--- src/rtl/fi_pkg.sv ---
// Shared types and the fault transfer function for the fault-injection pipeline.
// Imported by the controller and the pipeline top.
package fi_pkg;

    typedef enum logic [1:0] {
        FLIP      = 2'd0,
        STUCK0    = 2'd1,
        STUCK1    = 2'd2,
        MODE_RSVD = 2'd3
    } fi_mode_e;

    typedef enum logic [1:0] {
        IDLE   = 2'd0,
        WAIT   = 2'd1,
        ACTIVE = 2'd2,
        DONE   = 2'd3
    } fi_state_e;

    // Packages cannot be parameterised, so the fault function works on a wide word.
    // Callers zero-extend into it and truncate the result back to their own width.
    localparam int FI_MAX_W = 64;
    typedef logic [FI_MAX_W-1:0] fi_word_t;

    function automatic fi_word_t fi_apply(fi_mode_e mode, fi_word_t mask, fi_word_t val);
        case (mode)
            FLIP:    return val ^ mask;
            STUCK0:  return val & ~mask;
            STUCK1:  return val | mask;
            default: return val;
        endcase
    endfunction

endpackage

--- src/rtl/fi_inject_ctrl.sv ---
// Injection controller: arm/reject decision, config latch, delay/length counters, and flags.
// The flags are registered alongside the state, so they always match the state register.
module fi_inject_ctrl
    import fi_pkg::*;
#(
    parameter int WIDTH = 8,
    parameter int DEPTH = 3,
    parameter int CNT_W = 8,
    parameter int SEL_W = $clog2(DEPTH)
) (
    input  logic             clk,
    input  logic             reset,
    input  logic             fi_arm,
    input  logic [1:0]       fi_mode,
    input  logic [SEL_W-1:0] fi_stage,
    input  logic [WIDTH-1:0] fi_mask,
    input  logic [CNT_W-1:0] fi_delay,
    input  logic [CNT_W-1:0] fi_len,
    output logic [SEL_W-1:0] sel,
    output fi_mode_e         mode,
    output logic [WIDTH-1:0] mask,
    output logic             fi_busy,
    output logic             fi_active,
    output logic             fi_done,
    output logic             fi_err
);

    fi_state_e        state;
    logic [CNT_W-1:0] cnt;
    logic [CNT_W-1:0] len_q;

    // NOTE: every register here is written with <=, so each branch sees the pre-edge
    // values of its neighbours and simulation matches the synthesized flops.
    always_ff @(posedge clk or posedge reset) begin
        if (reset) begin
            state     <= IDLE;
            cnt       <= '0;
            len_q     <= '0;
            sel       <= '0;
            mode      <= FLIP;
            mask      <= '0;
            fi_busy   <= 1'b0;
            fi_active <= 1'b0;
            fi_done   <= 1'b0;
            fi_err    <= 1'b0;
        end else begin
            fi_err  <= 1'b0;
            fi_done <= 1'b0;
            case (state)
                IDLE: begin
                    if (fi_arm) begin
                        if (int'(fi_stage) >= DEPTH || fi_mode == 2'd3) begin
                            fi_err <= 1'b1;
                        end else begin
                            sel     <= fi_stage;
                            mode    <= fi_mode_e'(fi_mode);
                            mask    <= fi_mask;
                            len_q   <= fi_len;
                            cnt     <= fi_delay;
                            state   <= WAIT;
                            fi_busy <= 1'b1;
                        end
                    end
                end
                WAIT: begin
                    if (cnt == '0) begin
                        // A zero length still injects for one cycle.
                        cnt       <= (len_q == '0) ? '0 : len_q - CNT_W'(1);
                        state     <= ACTIVE;
                        fi_active <= 1'b1;
                    end else begin
                        cnt <= cnt - CNT_W'(1);
                    end
                end
                ACTIVE: begin
                    if (cnt == '0) begin
                        state     <= DONE;
                        fi_active <= 1'b0;
                        fi_done   <= 1'b1;
                    end else begin
                        cnt <= cnt - CNT_W'(1);
                    end
                end
                DONE: begin
                    state   <= IDLE;
                    fi_busy <= 1'b0;
                end
                default: begin
                    state     <= IDLE;
                    fi_busy   <= 1'b0;
                    fi_active <= 1'b0;
                end
            endcase
        end
    end

endmodule

--- src/rtl/fi_pipe_inject.sv ---
// Fault-injection delay pipeline: DEPTH stages of WIDTH bits, an inverted tap of stage 0,
// and a controller that corrupts the next value of one latched stage while ACTIVE.
module fi_pipe_inject
    import fi_pkg::*;
#(
    parameter int WIDTH = 8,
    parameter int DEPTH = 3,
    parameter int CNT_W = 8
) (
    input  logic                       clk,
    input  logic                       reset,
    input  logic [WIDTH-1:0]           din,
    input  logic                       enable,
    output logic [DEPTH*WIDTH-1:0]     stage_q,
    output logic [WIDTH-1:0]           dout_inv,
    input  logic                       fi_arm,
    input  logic [1:0]                 fi_mode,
    input  logic [$clog2(DEPTH)-1:0]   fi_stage,
    input  logic [WIDTH-1:0]           fi_mask,
    input  logic [CNT_W-1:0]           fi_delay,
    input  logic [CNT_W-1:0]           fi_len,
    output logic                       fi_busy,
    output logic                       fi_active,
    output logic                       fi_done,
    output logic                       fi_err,
    output logic [WIDTH-1:0]           soi_tap
);

    localparam int SEL_W = $clog2(DEPTH);

    logic [WIDTH-1:0] stage   [DEPTH];
    logic [WIDTH-1:0] stage_d [DEPTH];
    logic [SEL_W-1:0] sel;
    fi_mode_e         mode;
    logic [WIDTH-1:0] mask;

    fi_inject_ctrl #(
        .WIDTH (WIDTH),
        .DEPTH (DEPTH),
        .CNT_W (CNT_W),
        .SEL_W (SEL_W)
    ) u_ctrl (
        .clk       (clk),
        .reset     (reset),
        .fi_arm    (fi_arm),
        .fi_mode   (fi_mode),
        .fi_stage  (fi_stage),
        .fi_mask   (fi_mask),
        .fi_delay  (fi_delay),
        .fi_len    (fi_len),
        .sel       (sel),
        .mode      (mode),
        .mask      (mask),
        .fi_busy   (fi_busy),
        .fi_active (fi_active),
        .fi_done   (fi_done),
        .fi_err    (fi_err)
    );

    // NOTE: every element of stage_d gets its nominal value before the fault override,
    // so no path through this block leaves a variable unassigned and no latch is inferred.
    always_comb begin
        stage_d[0] = enable ? din : stage[0];
        for (int k = 1; k < DEPTH; k++) begin
            stage_d[k] = stage[k-1];
        end
        for (int k = 0; k < DEPTH; k++) begin
            if (fi_active && sel == SEL_W'(k)) begin
                stage_d[k] = WIDTH'(fi_apply(mode, fi_word_t'(mask), fi_word_t'(stage_d[k])));
            end
        end
    end

    // NOTE: the stage array is a handful of flops rather than a RAM, so it takes the
    // asynchronous reset like any other register.
    always_ff @(posedge clk or posedge reset) begin
        if (reset) begin
            for (int k = 0; k < DEPTH; k++) begin
                stage[k] <= '0;
            end
            dout_inv <= '0;
        end else begin
            for (int k = 0; k < DEPTH; k++) begin
                stage[k] <= stage_d[k];
            end
            dout_inv <= ~stage[0];
        end
    end

    always_comb begin
        soi_tap = '0;
        for (int k = 0; k < DEPTH; k++) begin
            if (sel == SEL_W'(k)) begin
                soi_tap = stage[k];
            end
        end
    end

    for (genvar k = 0; k < DEPTH; k++) begin : g_pack
        assign stage_q[k*WIDTH +: WIDTH] = stage[k];
    end

endmodule

--- config.mk ---
export PLATFORM = sky130hd
export DESIGN_NAME = fi_pipe_inject
export DESIGN_NICKNAME = d
export VERILOG_FILES = /design/src/rtl/fi_pkg.sv /design/src/rtl/fi_inject_ctrl.sv /design/src/rtl/fi_pipe_inject.sv
export SDC_FILE = /design/constraint.sdc
export NUM_CORES = 1
export LEC_CHECK = 0
export ABC_AREA = 1
export ABC_CLOCK_PERIOD_IN_PS = 2300
export CAP_MARGIN = 20
export CORE_UTILIZATION = 25
export DETAILED_ROUTE_END_ITERATION = 12
export GPL_TIMING_DRIVEN = 0
export PLACE_DENSITY = 0.52
export SETUP_SLACK_MARGIN = 0.2
export SYNTH_ARGS = -nofsm -noshare
export SYNTH_HDL_FRONTEND = slang
export SYNTH_HIERARCHICAL = 1
export SYNTH_SLANG_ARGS = --single-unit
--- constraint.sdc ---
create_clock -name clk -period 2.3 [get_ports clk]
set_clock_uncertainty 0.1 [all_clocks]
set_input_delay 0.23 -clock clk [delete_from_list [all_inputs] [get_ports clk]]
set_output_delay 0.23 -clock clk [all_outputs]
set_load 0.02 [all_outputs]
==> impl_metrics.yaml <==
setup_path:
  r2r_slack_ns: 0.43
  r2r-start: "u_ctrl/cnt[0]"
  required_ns: 1.97
  endpoint: "soi_tap[3]"
  cp-startpoint: "u_ctrl/sel[0]"
  r2r_end: "u_ctrl/cnt[1]"
  worstPathMaxFanout: 8
  critPathArrivalTime_ns: 1.68
  crit_type: "reg2out"
  start_kind: "register"
  worstRegToRegCells: 10
  worstSetupEndpointType: "output pin"
detailed_routing:
  postRouteAntennaNets: 0
  route.detailed.drc: 0
  vias_per_cell: 4.28
  firstDrtPassIters: 5
  wl_um: 12200
  vias: 4106
  drtIter0Drc: 139
  wl_per_cell_um: 12.7
cts:
  htree_levels: 3
  clk_latency_ns: 0.34
  cts_buffers: 9
  clock_path_buffers: 2
  path_clk_slew_ns: 0.06
  cts_sinks: 66
  root_buffer: "clkbuf_16"
  cts_tree: "yes"
  cts_hold_buf: 0
synth:
  syn_inst: 630
  synth_nets: 726
  synth_cell_types: 32
  ys_warn_count: 6
  ys_seq_area_frac: 0.351
  synth-seq-cells: 66
  synth_area_um2: 4710
  avgSynthCellArea_um2: 7.48
sta:
  tns_ns: 0
  maxSlewHeadroom: 0.494
  hold_slack_ns: 0.257
  grt_setup_unrepaired: "yes"
  setup_violations: 0
  max_slew.worst_pin.slew_ns: 0.758
  min_period_ns: 2.01
  finalMaxSlewViolations: 0
  hold_viol: 0
  period_share: 0.873
  max_freq_ghz: 0.498
floorplan:
  initial_core_util: 0.259
  die_y_um: 139
  die_w_um: 139
  fp.dieArea_um2: 19400
  fp.coreArea_um2: 18200
  pin_count: 84
  num_rows: 49
global_route:
  grt_use_total: 0.134
  grt_pass1_wl_um: 20600
  grt_antenna_before_repair: 0
  grt_max_degree: 35
  grt-ovfl-total: 0
  first_global_vias: 3981
final_layout:
  drive_gt1_frac: 0.0793
  fillers: 1927
  diodes: 0
  final_nets: 822
  final_cell_mix: "nand2_1, nor2_1, inv_1"
  area_growth_pct: 30.2
  final_cells: 960
  final_common_cell: "nand2_1"
power:
  ir_drop_mv: 0.453
  p_per_area_nw_per_um2: 1470
  leakagePower_nw: 3.09
  p_total_mw: 9.02
run:
  maxCapViolCount: 0
run_status:
  run_status: "completed"
hold_path:
  min_path_type: "in2async"
placement:
  placedCellCount: 942
  hpwlAfterDp_um: 9400
  portBuffers: 82
  place.gp.congestion: 0.770
==> registers in the layout, indices dropped and copies added (netlist names) <==
| signal | flops |
|---|---|
| u_ctrl/mask | 8 |
| u_ctrl/fi_done | 1 |
| u_ctrl/fi_active | 1 |
| u_ctrl/fi_busy | 1 |
| u_ctrl/sel | 2 |
| u_ctrl/state | 2 |
| u_ctrl/len_q | 8 |
| u_ctrl/fi_err | 1 |
| dout_inv | 8 |
| u_ctrl/cnt | 8 |
| u_ctrl/mode | 2 |
| stage_q | 24 |
==> critical path: stages, from the launching register on <==
cell,delay (ns)
dfrtp_1,0.42
inv_2,0.08
nand2_1,0.16
inv_4,0.17
nand2_1,0.06
o211ai_1,0.08
dlygate4sd2_1,0.35
==> cell type report <==
type / count / area [µm²] / share of cell area
Buffer: 17 / 115 / 0.0188
Clock buffer: 12 / 246 / 0.0402
Clock inverter: 4 / 27.5 / 0.00449
Inverter: 87 / 334 / 0.0545
Multi-Input combinational cell: 460 / 2610 / 0.426
Sequential cell: 66 / 1650 / 0.269
Tap cell: 229 / 287 / 0.0467
Timing Repair Buffer: 85 / 858 / 0.140
==> Yosys cell counts <==
cell type / instances / area [µm²]
nand3_1: 53 / 265
nand3_2: 1 / 10.0
o21a_1: 8 / 60.1
ha_1: 56 / 701
buf_12: 1 / 20.0
nand2_1: 187 / 702
xnor2_1: 1 / 8.76
inv_1: 81 / 304
xor2_1: 5 / 43.8
nand2_4: 3 / 33.8
nand2_2: 2 / 12.5
nand3b_4: 1 / 20.0
o211ai_1: 13 / 97.6
dfrtp_1: 66 / 1650
clkbuf_2: 1 / 5.00
buf_4: 7 / 52.6
inv_4: 2 / 12.5
inv_2: 4 / 15.0
nor3_1: 1 / 5.00
or2_2: 1 / 6.26
nand3_4: 1 / 17.5
nor2_4: 3 / 33.8
clkbuf_1: 2 / 7.51
nor2_1: 82 / 308
nand3b_1: 17 / 128
o21ai_0: 12 / 60.1
nand4_1: 5 / 31.3
nor2_8: 1 / 20.0
buf_2: 6 / 30.0
a21oi_1: 3 / 15.0
nor3_4: 1 / 16.3
nor2_2: 3 / 18.8
==> where the power goes <==
group | internal (mW) | total, mW | switching (mW)
Clock | 0.757 | 1.29 | 0.529
Combinational | 2.23 | 5.48 | 3.25
Sequential | 1.73 | 2.26 | 0.524
Total | 4.72 | 9.02 | 4.30
==> cell families after synthesis <==
group | after synthesis | share of synthesized area
flops | 66 | 0.351
simple gates | 362 | 0.345
buf+inv | 104 | 0.0948
compound gates | 36 | 0.0494
xor+xnor | 6 | 0.0112
fa+ha+maj | 56 | 0.149
==> how the worst min path moves through the flow <==
stage	start	endpoint	slack, ns	cells past startpoint
finish	reset	stage_q[15]	0.26	2
global route	reset	stage_q[15]	0.33	2
CTS	reset	stage_q[15]	0.29	2
detailed placement	u_ctrl/mask[7]	u_ctrl/mask[7]	0.36	2
global placement	u_ctrl/mask[5]	u_ctrl/mask[5]	0.35	2
floorplan	reset	dout_inv[0]	0.25	1
==> layer usage <==
layer  up-vias  global-route usage  share of wire
li1       2160                   -              -
met1      1843               0.179           0.49
met2        95               0.218           0.46
met3         8              0.0306          0.043
met4         0              0.0333         0.0070
met5         -                   0              0
==> stage by stage <==
stage	worst slack, ns	instance area [µm²]	utilization
floorplan	0.613	4710	-
global placement	0.175	5820	0.320
detailed placement	0.175	5850	0.321
CTS	0.165	6110	0.336
global route	0.193	6130	0.337
finish	0.291	6130	0.337
==> repair_timing <==
item,4_1_cts,5_1_grt
pin swaps,0,1
buffers inserted,0,2
setup endpoints to repair,8,10
gates resized for setup,9,6
Note: power is estimated with default switching activity, not from simulation.
